==> src/rtl/nn_backward_pkg.sv <==
// rtl/nn_backward_pkg.sv - shared types, constants and helpers for the layer backward pass
package nn_backward_pkg;
  localparam int FLOAT_W = 32;
  localparam logic [FLOAT_W-1:0] FLOAT_ZERO = 32'h0000_0000;
  localparam int ACT_RELU = 0;

  typedef enum logic [1:0] {ST_IDLE, ST_MAC, ST_DONE} state_t;

  // Both signed zeros count as non-positive, so ReLU masks them.
  function automatic logic is_strictly_positive(input logic [FLOAT_W-1:0] x);
    return !x[31] && (x[30:0] != 31'd0);
  endfunction
endpackage

==> src/rtl/neural_layer_backward_float_mac.sv <==
// rtl/neural_layer_backward_float_mac.sv - combinational binary32 acc_in + a*b
module float_mac
  import nn_backward_pkg::*;
(
  input  logic [FLOAT_W-1:0] acc_in,
  input  logic [FLOAT_W-1:0] a,
  input  logic [FLOAT_W-1:0] b,
  output logic [FLOAT_W-1:0] result
);
  // Round-to-nearest-even; subnormal inputs and results flush to signed zero.
  function automatic logic [31:0] fp_mul(input logic [31:0] x, input logic [31:0] y);
    logic        sign;
    logic [47:0] prod;
    logic [23:0] mant;
    logic        guard, sticky;
    logic [24:0] rnd;
    logic [9:0]  e;
    sign = x[31] ^ y[31];
    if (x[30:23] == 8'hFF || y[30:23] == 8'hFF) begin
      if ((x[30:23] == 8'hFF && x[22:0] != 23'd0) || (y[30:23] == 8'hFF && y[22:0] != 23'd0) ||
          x[30:23] == 8'd0 || y[30:23] == 8'd0)
        return 32'h7FC0_0000;
      return {sign, 8'hFF, 23'd0};
    end
    if (x[30:23] == 8'd0 || y[30:23] == 8'd0) return {sign, 31'd0};
    prod = {24'd0, 1'b1, x[22:0]} * {24'd0, 1'b1, y[22:0]};
    e = {2'b00, x[30:23]} + {2'b00, y[30:23]} - 10'd127;
    if (prod[47]) begin
      mant = prod[47:24]; guard = prod[23]; sticky = |prod[22:0];
      e = e + 10'd1;
    end else begin
      mant = prod[46:23]; guard = prod[22]; sticky = |prod[21:0];
    end
    rnd = {1'b0, mant} + {24'd0, guard & (sticky | mant[0])};
    if (rnd[24]) begin
      rnd = rnd >> 1;
      e = e + 10'd1;
    end
    if (e[9] || e == 10'd0) return {sign, 31'd0};
    if (e >= 10'd255) return {sign, 8'hFF, 23'd0};
    return {sign, e[7:0], rnd[22:0]};
  endfunction

  function automatic logic [31:0] fp_add(input logic [31:0] p, input logic [31:0] q);
    logic [31:0] x, y;
    logic [26:0] mx, my, sh;
    logic [27:0] sum;
    logic [7:0]  d;
    logic [9:0]  e;
    logic [24:0] rnd;
    int          lz;
    if (p[30:23] == 8'hFF || q[30:23] == 8'hFF) begin
      if ((p[30:23] == 8'hFF && p[22:0] != 23'd0) || (q[30:23] == 8'hFF && q[22:0] != 23'd0) ||
          (p[30:23] == 8'hFF && q[30:23] == 8'hFF && p[31] != q[31]))
        return 32'h7FC0_0000;
      return (p[30:23] == 8'hFF) ? p : q;
    end
    if (p[30:23] == 8'd0 && q[30:23] == 8'd0) return {p[31] & q[31], 31'd0};
    if (p[30:23] == 8'd0) return q;
    if (q[30:23] == 8'd0) return p;
    if (p[30:0] >= q[30:0]) begin x = p; y = q; end
    else begin x = q; y = p; end
    d  = x[30:23] - y[30:23];
    mx = {1'b1, x[22:0], 3'b000};
    my = {1'b1, y[22:0], 3'b000};
    if (d > 8'd26) sh = 27'd1;
    else begin
      sh = my >> d;
      sh[0] = sh[0] | (|(my & ~(27'h7FF_FFFF << d)));
    end
    e = {2'b00, x[30:23]};
    if (x[31] == y[31]) begin
      sum = {1'b0, mx} + {1'b0, sh};
      if (sum[27]) begin
        sum = {1'b0, sum[27:2], sum[1] | sum[0]};
        e = e + 10'd1;
      end
    end else begin
      sum = {1'b0, mx} - {1'b0, sh};
      if (sum == 28'd0) return 32'd0;
      lz = 27;
      for (int k = 0; k < 27; k++) if (sum[k]) lz = 26 - k;
      sum = sum << lz;
      e = e - 10'(lz);
    end
    if (e[9] || e == 10'd0) return {x[31], 31'd0};
    rnd = {1'b0, sum[26:3]} + {24'd0, sum[2] & (sum[1] | sum[0] | sum[3])};
    if (rnd[24]) begin
      rnd = rnd >> 1;
      e = e + 10'd1;
    end
    if (e >= 10'd255) return {x[31], 8'hFF, 23'd0};
    return {x[31], e[7:0], rnd[22:0]};
  endfunction

  assign result = fp_add(acc_in, fp_mul(a, b));
endmodule

==> src/rtl/neural_layer_backward_seq.sv <==
// rtl/neural_layer_backward_seq.sv - sequential FC-layer backward pass: delta and W^T*delta
module neural_layer_backward_seq
  import nn_backward_pkg::*;
#(
  parameter int IN_SIZE    = 1,
  parameter int OUT_SIZE   = 1,
  parameter int ACTIVATION = 0
) (
  input  logic                                clk,
  input  logic                                rst_n,
  input  logic                                start,
  input  logic [FLOAT_W*OUT_SIZE*IN_SIZE-1:0] weights,
  input  logic [FLOAT_W*OUT_SIZE-1:0]         z,
  input  logic [FLOAT_W*OUT_SIZE-1:0]         grad_out,
  output logic [FLOAT_W*IN_SIZE-1:0]          grad_in,
  output logic [FLOAT_W*OUT_SIZE-1:0]         grad_bias,
  output logic                                busy,
  output logic                                done
);
  localparam int OW = (OUT_SIZE > 1) ? $clog2(OUT_SIZE) : 1;
  localparam int IW = (IN_SIZE > 1) ? $clog2(IN_SIZE) : 1;

  state_t                              state, state_next;
  logic [FLOAT_W*OUT_SIZE*IN_SIZE-1:0] w_q;
  logic [FLOAT_W*OUT_SIZE-1:0]         delta_next;
  logic [OW-1:0]                       o_idx;
  logic [IW-1:0]                       i_idx;
  logic [FLOAT_W-1:0]                  acc, w_word, d_word, mac_out;
  logic                                last_o, last_i;

  assign last_o = (o_idx == OW'(OUT_SIZE - 1));
  assign last_i = (i_idx == IW'(IN_SIZE - 1));
  assign busy   = (state == ST_MAC);
  assign done   = (state == ST_DONE);

  always_comb begin
    delta_next = '0;
    for (int o = 0; o < OUT_SIZE; o++) begin
      delta_next[FLOAT_W*o +: FLOAT_W] =
        (ACTIVATION != ACT_RELU || is_strictly_positive(z[FLOAT_W*o +: FLOAT_W]))
          ? grad_out[FLOAT_W*o +: FLOAT_W] : FLOAT_ZERO;
    end
  end

  // grad_bias doubles as the stored delta operand; the transpose read walks rows for a fixed column.
  always_comb begin
    w_word = w_q[FLOAT_W*(32'(o_idx)*IN_SIZE + 32'(i_idx)) +: FLOAT_W];
    d_word = grad_bias[FLOAT_W*32'(o_idx) +: FLOAT_W];
  end

  float_mac u_mac (
    .acc_in (acc),
    .a      (w_word),
    .b      (d_word),
    .result (mac_out)
  );

  always_comb begin
    state_next = state;
    case (state)
      ST_IDLE: if (start) state_next = ST_MAC;
      ST_MAC:  if (last_o && last_i) state_next = ST_DONE;
      ST_DONE: state_next = ST_IDLE;
      default: state_next = ST_IDLE;
    endcase
  end

  always_ff @(posedge clk or negedge rst_n) begin
    if (!rst_n) state <= ST_IDLE;
    else        state <= state_next;
  end

  always_ff @(posedge clk or negedge rst_n) begin
    if (!rst_n) begin
      w_q       <= '0;
      grad_bias <= '0;
      grad_in   <= '0;
      acc       <= FLOAT_ZERO;
      o_idx     <= '0;
      i_idx     <= '0;
    end else if (state == ST_IDLE && start) begin
      w_q       <= weights;
      grad_bias <= delta_next;
      acc       <= FLOAT_ZERO;
      o_idx     <= '0;
      i_idx     <= '0;
    end else if (state == ST_MAC) begin
      if (last_o) begin
        grad_in[FLOAT_W*32'(i_idx) +: FLOAT_W] <= mac_out;
        acc   <= FLOAT_ZERO;
        o_idx <= '0;
        if (!last_i) i_idx <= i_idx + IW'(1);
      end else begin
        acc   <= mac_out;
        o_idx <= o_idx + OW'(1);
      end
    end
  end
endmodule

==> config.mk <==
export PLATFORM = sky130hd
export DESIGN_NAME = neural_layer_backward_seq
export DESIGN_NICKNAME = d
export VERILOG_FILES = /design/src/rtl/nn_backward_pkg.sv /design/src/rtl/neural_layer_backward_float_mac.sv /design/src/rtl/neural_layer_backward_seq.sv
export SDC_FILE = /design/constraint.sdc
export NUM_CORES = 2
export LEC_CHECK = 0
export ABC_AREA = 1
export ABC_CLOCK_PERIOD_IN_PS = 9350
export BUFFER_PORTS_ARGS = -buffer_cell sky130_fd_sc_hd__buf_2
export CAP_MARGIN = 30
export CORE_ASPECT_RATIO = 1.5
export CORE_MARGIN = 2
export CORE_UTILIZATION = 45
export CTS_CLUSTER_SIZE = 24
export DETAILED_ROUTE_END_ITERATION = 12
export SLEW_MARGIN = 20
export SYNTH_ARGS = -nofsm -noshare
export SYNTH_HDL_FRONTEND = slang
export SYNTH_SLANG_ARGS = --single-unit
==> constraint.sdc <==
create_clock -name clk -period 9.35 [get_ports clk]
set_input_delay 0.4675 -clock clk [delete_from_list [all_inputs] [get_ports clk]]
set_output_delay 0.4675 -clock clk [all_outputs]
set_load 0.05 [all_outputs]
==> reports/metrics.csv <==
metric;value;unit
clock transition at the registers of the reported paths;0.09;ns
total number of vias;23978;
drt first pass iters;5;
critical path type;reg -> reg;
PortBufs;164;
Yosys top cell by area;fa_1;
critical path data required time;9.63;ns
first-iteration detailed-routing DRC count;1253;
Highest Clock Rate;113;MHz
Slew headroom;44.1;%
root buffer cell;clkbuf_16;
clock skew;0.0156;ns
most frequent CP cell;inv_1;
Slew Viols, Final;0;
crit path DAT;9.16;ns
core area;61000;um2
M1 GR Usage;30.8;%
Most Crowded Layer GR;met2;
CTS tree;yes;
met3 Use GR;2.44;%
syn_area_per_cell;7.05;um2
Post-synth top cells;nand2_1 (1282), inv_1 (1058), fa_1 (483);
Synth Cell Area;27700;um2
nets;4798;
Async SR Flop Fraction;100;%
Synthesized Nets;4691;
die footprint;63500;um2
Die Span X;206;um
Via-to-Cell Ratio;4.97;
Clock Latency Late Sink;0.40;ns
post-route antenna net violation count;0;
worst-path fanout max;19;
status;finished, final reports clean;
RSZ-0062 raised after global routing;false;
Total Wirelength;83600;um
vias in the first global route;25187;
met2 usage;52.3;%
die height;308;um
# DRC;0;
slowest CP cell;dfrtp_4;
Area Growth Syn to Fin;8.18;%
Synth Register Bits;98;
GRT Residual Overflow;0;
total number of yosys warnings;0;
Slew @ Worst Pin;0.838;ns
crit share post-route;95.0;%
antenna cells;0;
largest net degree at the start of global routing;85;
R2R Setup Slk;0.47;ns
Initial Util;45.4;%
global-route wire length before repair;135000;um
count leader, synth;nand2_1;
crit start category;register;
Clock Path Buffers;2;
synth top area cells;fa_1 (35%), nand2_1 (17%), inv_1 (14%);
IO Pins;165;
CP endpoint kind;register;
EDFF count, synth;0;
share of layout cells above drive strength 1;9.99;%
setup TNS;0;ns
wire length per cell;17.3;um
RR Endpoint;grad_in[8];
Yosys top cell area share;34.9;%
H-tree level count;3;
sequential share of the synthesized area;8.86;%
synth unique cells;49;
RR Startpoint;grad_bias[14];
Min Clock Period, post-route;8.88;ns
Rows;111;
CTS sink count;98;
Main synth FF type;dfrtp_1;
slowest cell delay on critical path;0.61;ns
Num CTS Buffers;9;
Fillers;6332;
routability congestion estimate;0.946;
Hold Path Class;in -> async;
max-cap violations;0;
initial antenna violation count;0;
setup violators final;0;
Syn Inst Count;3924;
Hold Vio Cnt, Final;0;
global-route total usage across every layer;27.8;%
FF-to-FF path depth;40;
Detailed Place HPWL;71700;um
==> repair_timing <==
action | 4_1_cts | 5_1_grt
gates resized for setup | 0 | 48
buffers inserted | 0 | 9
endpoints found under the setup margin | 0 | 32
hold buffers | 0 | 0
==> metal layers <==
layer  vias to the layer above  part of all wire (%)  wire, um
met1                     11723                    37     30500
met2                       552                    55     45800
li1                      11512                     -         -
met5                         -                     0         0
met3                       191                   3.2      2690
met4                         0                   5.4      4520
==> registers in the layout, summed over array words and instances, names as in the netlist <==
name       flops
state          2
grad_in       32
w_q           32
grad_bias     32
==> worst max-delay path: cells and delay by family, from the launching register on <==
family / cells / cell delay (ns)
buffers and inverters: 12 / 0.88
DFF: 1 / 0.61
and+or+nand+nor: 15 / 1.60
adders and majority gates: 9 / 4.31
AOI/OAI and AO/OA: 3 / 0.95
xor gates and xnor gates: 1 / 0.37
==> cell usage in the layout (no fill, tap or decap), drive strengths merged <==
master and n:
nand2 1313, inv 1068, fa 483, buf 258, ha 185, nand3 159
nor2 157, dfrtp 98, o21ai 64, a21oi 48, nand4 46, xor2 36
nor4 22, nor3 18, o41ai 15, xnor2 11, clkbuf 11, a31oi 7
nand3b 6, clkinv 6, o21bai 5, o211ai 5, or2 3, a21o 2
o21a 2, o2111ai 2, clkinvlp 2, and2 2, o311ai 1, a2111oi 1
==> stage by stage <==
step	worst slack, ns	hold WS [ns]	utilization (%)	area [um2]	cells
detailed placement	0.212	0.466	48.3	29500	4801
CTS	0.179	0.0859	48.8	29800	4817
finish	0.466	0.0735	49.1	29900	4827
global placement	0.252	0.465	48.3	29500	4800
global route	0.00135	0.110	49.1	29900	4827
floorplan	0.421	0.172	-	27700	3924
==> final cells by class <==
class                      instances  area, um2  share of cell area, %
inverter                        1069       4020                   13.4
sequential                        98       2510                   8.38
multi-input combinational       2593      20500                   68.6
clock inverter                     7       70.1                  0.234
clock buffer                       9        225                  0.752
timing repair buffer             260       1580                   5.28
tap                              791        990                   3.31
==> logic make-up after synthesis <==
group | after synthesis | synth area share (%)
AOI/OAI and AO/OA | 152 | 3.25
xor gates and xnor gates | 47 | 1.51
adders and majority gates | 668 | 43.3
buffers and inverters | 1233 | 17.0
DFF | 98 | 8.86
and+or+nand+nor | 1726 | 26.1
==> worst max-delay path by stage <==
stage / start / endpoint / slack, ns
final: grad_bias[14] / grad_in[8] / 0.47
after global routing: grad_bias[22] / grad_in[16] / 0.001
after CTS: grad_bias[11] / grad_in[25] / 0.18
after detailed placement: grad_bias[11] / grad_in[25] / 0.21
after global placement: grad_bias[13] / grad_in[19] / 0.25
after floorplan: grad_bias[14] / grad_in[31] / 0.42
Power is not shown: default switching activity piles up to over one toggle a cycle in this logic, so the estimate is an artifact.
